--- src/rtl/nibble_serial_add_ctrl.sv ---
`default_nettype none
// ============================================================================
// Module   : nibble_serial_add_ctrl
// Brief    : WIDTH-bit add/subtract sequenced LSB-nibble-first through one
//            shared external 4-bit combinational adder slice.
// Revision : 1.0  initial release
// ============================================================================
module nibble_serial_add_ctrl #(
    parameter int WIDTH = 16
) (
    input  logic             clk,
    input  logic             rst_n,
    input  logic             in_valid,
    output logic             in_ready,
    input  logic [WIDTH-1:0] op_a,
    input  logic [WIDTH-1:0] op_b,
    input  logic             op_sub,
    input  logic             carry_in,
    output logic             out_valid,
    input  logic             out_ready,
    output logic [WIDTH-1:0] sum,
    output logic             carry_out,
    output logic             overflow,
    output logic             busy,
    output logic [3:0]       sl_a,
    output logic [3:0]       sl_b,
    output logic             sl_cin,
    input  logic [3:0]       sl_s,
    input  logic             sl_cout
);

    localparam int NSLICE = WIDTH / 4;
    localparam int IDX_W  = (NSLICE > 1) ? $clog2(NSLICE) : 1;
    localparam logic [IDX_W-1:0] LAST_IDX = IDX_W'(NSLICE - 1);

    generate
        if ((WIDTH % 4) != 0 || WIDTH < 8) begin : g_bad_width
            $error("nibble_serial_add_ctrl: WIDTH must be a multiple of 4 and >= 8");
        end
    endgenerate

    typedef enum logic [1:0] {
        ST_IDLE = 2'd0,
        ST_RUN  = 2'd1,
        ST_DONE = 2'd2
    } state_t;

    state_t             r_state;
    state_t             w_state_nxt;
    logic [IDX_W-1:0]   r_idx;
    logic [WIDTH-1:0]   r_a;
    logic [WIDTH-1:0]   r_bx;
    logic               r_carry;
    logic [WIDTH-1:0]   r_sum;
    logic               r_cout;
    logic               r_ovf;

    logic               w_accept;
    logic               w_last;
    logic [WIDTH-1:0]   w_a_sh;
    logic [WIDTH-1:0]   w_b_sh;

    assign w_accept = (r_state == ST_IDLE) && in_valid;
    assign w_last   = (r_idx == LAST_IDX);
    assign w_a_sh   = r_a  >> {r_idx, 2'b00};
    assign w_b_sh   = r_bx >> {r_idx, 2'b00};

    always_ff @(posedge clk or negedge rst_n) begin
        if (!rst_n) begin
            r_state <= ST_IDLE;
        end else begin
            r_state <= w_state_nxt;
        end
    end

    always_comb begin
        w_state_nxt = r_state;
        in_ready    = 1'b0;
        out_valid   = 1'b0;
        busy        = 1'b0;
        sl_a        = 4'd0;
        sl_b        = 4'd0;
        sl_cin      = 1'b0;
        case (r_state)
            ST_IDLE: begin
                in_ready = 1'b1;
                if (in_valid) begin
                    w_state_nxt = ST_RUN;
                end
            end
            ST_RUN: begin
                busy   = 1'b1;
                sl_a   = w_a_sh[3:0];
                sl_b   = w_b_sh[3:0];
                sl_cin = r_carry;
                if (w_last) begin
                    w_state_nxt = ST_DONE;
                end
            end
            ST_DONE: begin
                busy      = 1'b1;
                out_valid = 1'b1;
                if (out_ready) begin
                    w_state_nxt = ST_IDLE;
                end
            end
            default: begin
                w_state_nxt = ST_IDLE;
            end
        endcase
    end

    // Subtraction is A + ~B + 1: B is inverted at capture and carry seeded to 1.
    always_ff @(posedge clk or negedge rst_n) begin
        if (!rst_n) begin
            r_idx   <= '0;
            r_a     <= '0;
            r_bx    <= '0;
            r_carry <= 1'b0;
            r_sum   <= '0;
            r_cout  <= 1'b0;
            r_ovf   <= 1'b0;
        end else begin
            if (w_accept) begin
                r_a     <= op_a;
                r_bx    <= op_sub ? ~op_b : op_b;
                r_carry <= op_sub ? 1'b1 : carry_in;
                r_idx   <= '0;
            end else if (r_state == ST_RUN) begin
                r_sum[{r_idx, 2'b00} +: 4] <= sl_s;
                r_carry <= sl_cout;
                if (w_last) begin
                    r_idx  <= '0;
                    r_cout <= sl_cout;
                    r_ovf  <= (r_a[WIDTH-1] == r_bx[WIDTH-1]) && (sl_s[3] != r_a[WIDTH-1]);
                end else begin
                    r_idx <= r_idx + 1'b1;
                end
            end
        end
    end

    assign sum       = r_sum;
    assign carry_out = r_cout;
    assign overflow  = r_ovf;

endmodule
`default_nettype wire
--- config.mk ---
export PLATFORM = sky130hd
export DESIGN_NAME = nibble_serial_add_ctrl
export DESIGN_NICKNAME = d
export VERILOG_FILES = /design/src/rtl/nibble_serial_add_ctrl.sv
export SDC_FILE = /design/constraint.sdc
export NUM_CORES = 1
export LEC_CHECK = 0
export CELL_PAD_IN_SITES_DETAIL_PLACEMENT = 1
export CELL_PAD_IN_SITES_GLOBAL_PLACEMENT = 1
export CORE_MARGIN = 10
export CORE_UTILIZATION = 34
export CTS_CLUSTER_DIAMETER = 60
export CTS_CLUSTER_SIZE = 40
export DETAILED_ROUTE_END_ITERATION = 7
export PLACE_DENSITY_LB_ADDON = 0.1
export SLEW_MARGIN = 25
export SYNTH_ARGS = -nofsm -noshare
export SYNTH_HDL_FRONTEND = slang
export SYNTH_SLANG_ARGS = --single-unit
--- constraint.sdc ---
create_clock -name clk -period 1.7 [get_ports clk]
set_input_delay 0.255 -clock clk [delete_from_list [all_inputs] [get_ports clk]]
set_output_delay 0.255 -clock clk [all_outputs]
set_load 0.02 [all_outputs]
==> run_results.csv <==
group,metric,value,unit
yosys,synthSimpleGateAreaFrac,8.91,%
yosys,ys_types,29,
placed_design,dpl_cell_area,3680,µm²
critical_path,path_class,"flop to output pin",
placed_design,dp_hpwl,5.02,mm
drt,num_vias,1951,
grt,grtUsageTotal,11.6,%
sta,setup_viol,12,
floorplanning,die-area,11800,µm²
run,max_cap_violations,0,
cts,cts_buffers,5,
critical_path,critical_path.startpoint_type,"flop",
critical_path,cp_common_cell,"buf_6",
critical_path,cpMaxStageDelayCell,"mux4_2",
power,power_density,1680,nW/µm²
yosys,synth_cells,210,
cts,cts_tree,"built",
cts,cts_max_level,2,
power,power.switching,2.44,mW
yosys,yosys.area.top_type_share,51.6,%
yosys,synth_fa_ha_area_share,5.16,%
critical_path,worstPathArrival,1.66,ns
power,p_sw_share,36.1,%
sta,tightest_slew,0.297,ns
grt,grt_max_degree,56,
drt,drt-initial-drc-count,27,
drt,route.detailed.drc,0,
cts,worstSkewPairLatency,0.32,ns
critical_path,critPathCaptureType,"output pin",
status,status,"finished, violations left",
cts,root_buffer,"clkbuf_8",
sta,slew-limit-headroom,79.9,%
power,ir_drop,0.602,mV
floorplanning,initial_core_util,34.7,%
critical_path,cp_data_required_time,1.44,ns
cells_and_area,drive_gt1_share,34.4,%
sta,setup-tns-final,-1.60,ns
floorplanning,num_io_pins,73,
cts,clock_sinks,55,
yosys,syn_avg_cell_area,12.7,µm²
sta,skew,0.0149,ns
cells_and_area,synthToLayoutAreaGrowth,50.9,%
yosys,netlist_top_cells_area,"dfrtp_1 52%, mux2_2 8.4%, a22o_1 5.3%, xnor2_1 5.3%, ha_1 5.2%",
yosys,synth_top_family_by_area,"multiplexers",
grt,grt_pass1_wl,11.0,mm
sta,min_period,1.91,ns
sta,worst_slack,-0.213,ns
grt,grt_pass1_vias,2170,
cells_and_area,fillers,793,
placed_design,place_congestion,0.751,
yosys,yosysWarnings,0,
drt,routed_via_density,4.72,
power,pwr-share-clk,11.1,%
cells_and_area,final_nets,364,
power,seqPwrFrac,32.4,%
cells_and_area,antenna_cells,0,
yosys,ys_ff_latch,55,
sta,fin_hold_ws,0.448,ns
sta,rsz0062_at_grt,"yes",
yosys,synth_area,2670,µm²
yosys,yosys.area.top_type,"dfrtp_1",
cts,cts.clk_slew.worst_paths,0.11,ns
drt,postRouteWirelength,7.00,mm
sta,slew_violations,0,
drt,wl_per_cell,16.9,µm
cells_and_area,utilization,52.4,%
yosys,syn-num-nets,264,
cts,clk_path_buf_depth,2,
floorplanning,die_w,109,µm
cells_and_area,final_area,4030,µm²
drt,ant_nets,0,
critical_path,crit_fanout,3,
placed_design,io_buffers,72,
yosys,synthXorXnorAreaFrac,5.25,%
floorplanning,die_height,109,µm
power,p_total,6.78,mW
sta,hold_violations,0,
power,leakage,1.75,nW
power,intPower,4.33,mW
critical_path,crit_chain,"buf_6 > mux4_2 > and2_4 > buf_6",
cells_and_area,fin_cells,413,
yosys,synthMuxAreaShare,16.4,%
floorplanning,core,7690,µm²
placed_design,pre_cts_slack,-0.322,ns
yosys,synth-compound-area-share,9.62,%
sta,fmax,523,MHz
placed_design,dp_cells,398,
power,power_frac_comb,56.5,%
critical_path,slowest_delay,0.50,ns
sta,timing.final.crit_share,113,%
yosys,yosysSeqAreaShare,51.6,%
status,violations,"setup timing",
drt,firstDrtPassIters,4,
floorplanning,rows,32,
grt,grt_remaining_overflow,0,
grt,antenna_found_initial,0,
hold_path,hold_class,"input pin to async pin",
==> final cells by class <==
| type | instances | area, µm² | share of cell area [%] |
|---|---|---|---|
| clock buffer | 5 | 68.8 | 1.71 |
| clock inverter | 3 | 22.5 | 0.560 |
| inverter | 8 | 35.0 | 0.870 |
| multi-input combinational | 137 | 1350 | 33.4 |
| sequential | 55 | 1380 | 34.2 |
| tap | 102 | 128 | 3.17 |
| timing repair buffer | 103 | 1050 | 26.1 |
==> cells in the final DEF, fill, tap and decap left out, types with 2 or more instances in the layout <==
cell type	count
ha_2	2
and2_4	8
mux4_2	8
ha_1	3
mux2i_1	2
inv_1	4
a21oi_1	4
buf_6	15
buf_2	4
ha_4	6
buf_4	18
mux2_4	2
buf_12	3
clkdlybuf4s50_1	59
xnor2_1	16
clkbuf_8	5
a22o_1	16
o21ai_0	16
inv_6	2
mux2_2	18
inv_2	3
dfrtp_1	55
nand2_1	21
clkbuf_16	2
==> cell usage after synthesis <==
cell	instances
inv_1	8
and2_1	9
buf_4	1
nor3b_2	1
clkbuf_1	5
nand2_1	22
nand2b_1	1
nor3b_1	1
mux4_1	3
buf_2	3
xnor2_1	16
a222oi_1	1
buf_6	1
mux2_2	20
mux4_2	5
nor2_1	1
ha_1	11
mux2i_1	2
nor3_1	1
a22o_1	16
nand3b_2	1
nor4bb_1	1
and3_1	2
nor4b_4	1
o22ai_1	1
o21ai_0	16
a21oi_1	4
nand2_2	1
dfrtp_1	55
==> power groups by stage <==
stage                     Sequential [mW]  Clock [mW]  Combinational, mW
after CTS                            2.20       0.785               3.59
final                                2.19       0.754               3.83
after global routing                 2.28       0.837               4.15
after global placement               2.19           0               3.19
after detailed placement             2.21           0               3.26
after floorplan                      2.31           0               1.71
==> cells by family after synthesis <==
logic type      after synthesis
xor+xnor                     16
mux                          30
flops                        55
buf+inv                      18
simple gates                 42
fa+ha+maj                    11
compound gates               38
==> sequential cells by signal, indices dropped and copies added (netlist names) <==
register	cells
r_bx	16
r_state	2
r_idx	2
r_a	16
overflow	1
sum	16
carry_out	1
r_carry	1
==> worst paths after layout <==
path,to,cells after the start,from,slack [ns]
setup / recovery,sl_b[3],4,r_idx[0]$_DFFE_PN0P_,-0.21
hold / removal,r_a[13]$_DFFE_PN0N_,3,rst_n,0.45
setup reg to reg,sum[10]$_DFFE_PN0P_,7,r_idx[0]$_DFFE_PN0P_,-0.01
hold reg to reg,r_bx[10]$_DFFE_PN0N_,2,r_bx[10]$_DFFE_PN0N_,0.49
max in group asynchronous,r_bx[6]$_DFFE_PN0N_,3,rst_n,0.99
min in group clk,r_bx[10]$_DFFE_PN0N_,2,r_bx[10]$_DFFE_PN0N_,0.49
==> critical path: cells and delay by family, from the launching register on <==
family / cells / cell delay (ns)
flops: 1 / 0.43
mux: 1 / 0.50
simple gates: 1 / 0.15
buf+inv: 2 / 0.27
==> what timing repair did <==
| action | 4_1_cts | 5_1_grt |
|---|---|---|
| endpoints found under the setup margin | 32 | 62 |
| setup buffers | 4 | 1 |
| hold buffers | 1 | 0 |
| gates resized for setup | 95 | 20 |
| gates cloned | 0 | 2 |
| pin swaps | 17 | 5 |
| hold endpoints to repair | 55 | 0 |
==> per-layer routing <==
layer	global-route usage, %	share of wire (%)	up-vias
li1	-	-	940
met5	0	0	-
met3	3.45	6.0	6
met1	14.3	46	958
met4	2.54	0.91	0
met2	19.6	47	47
No activity file was read; power rests on OpenSTA's default activity.
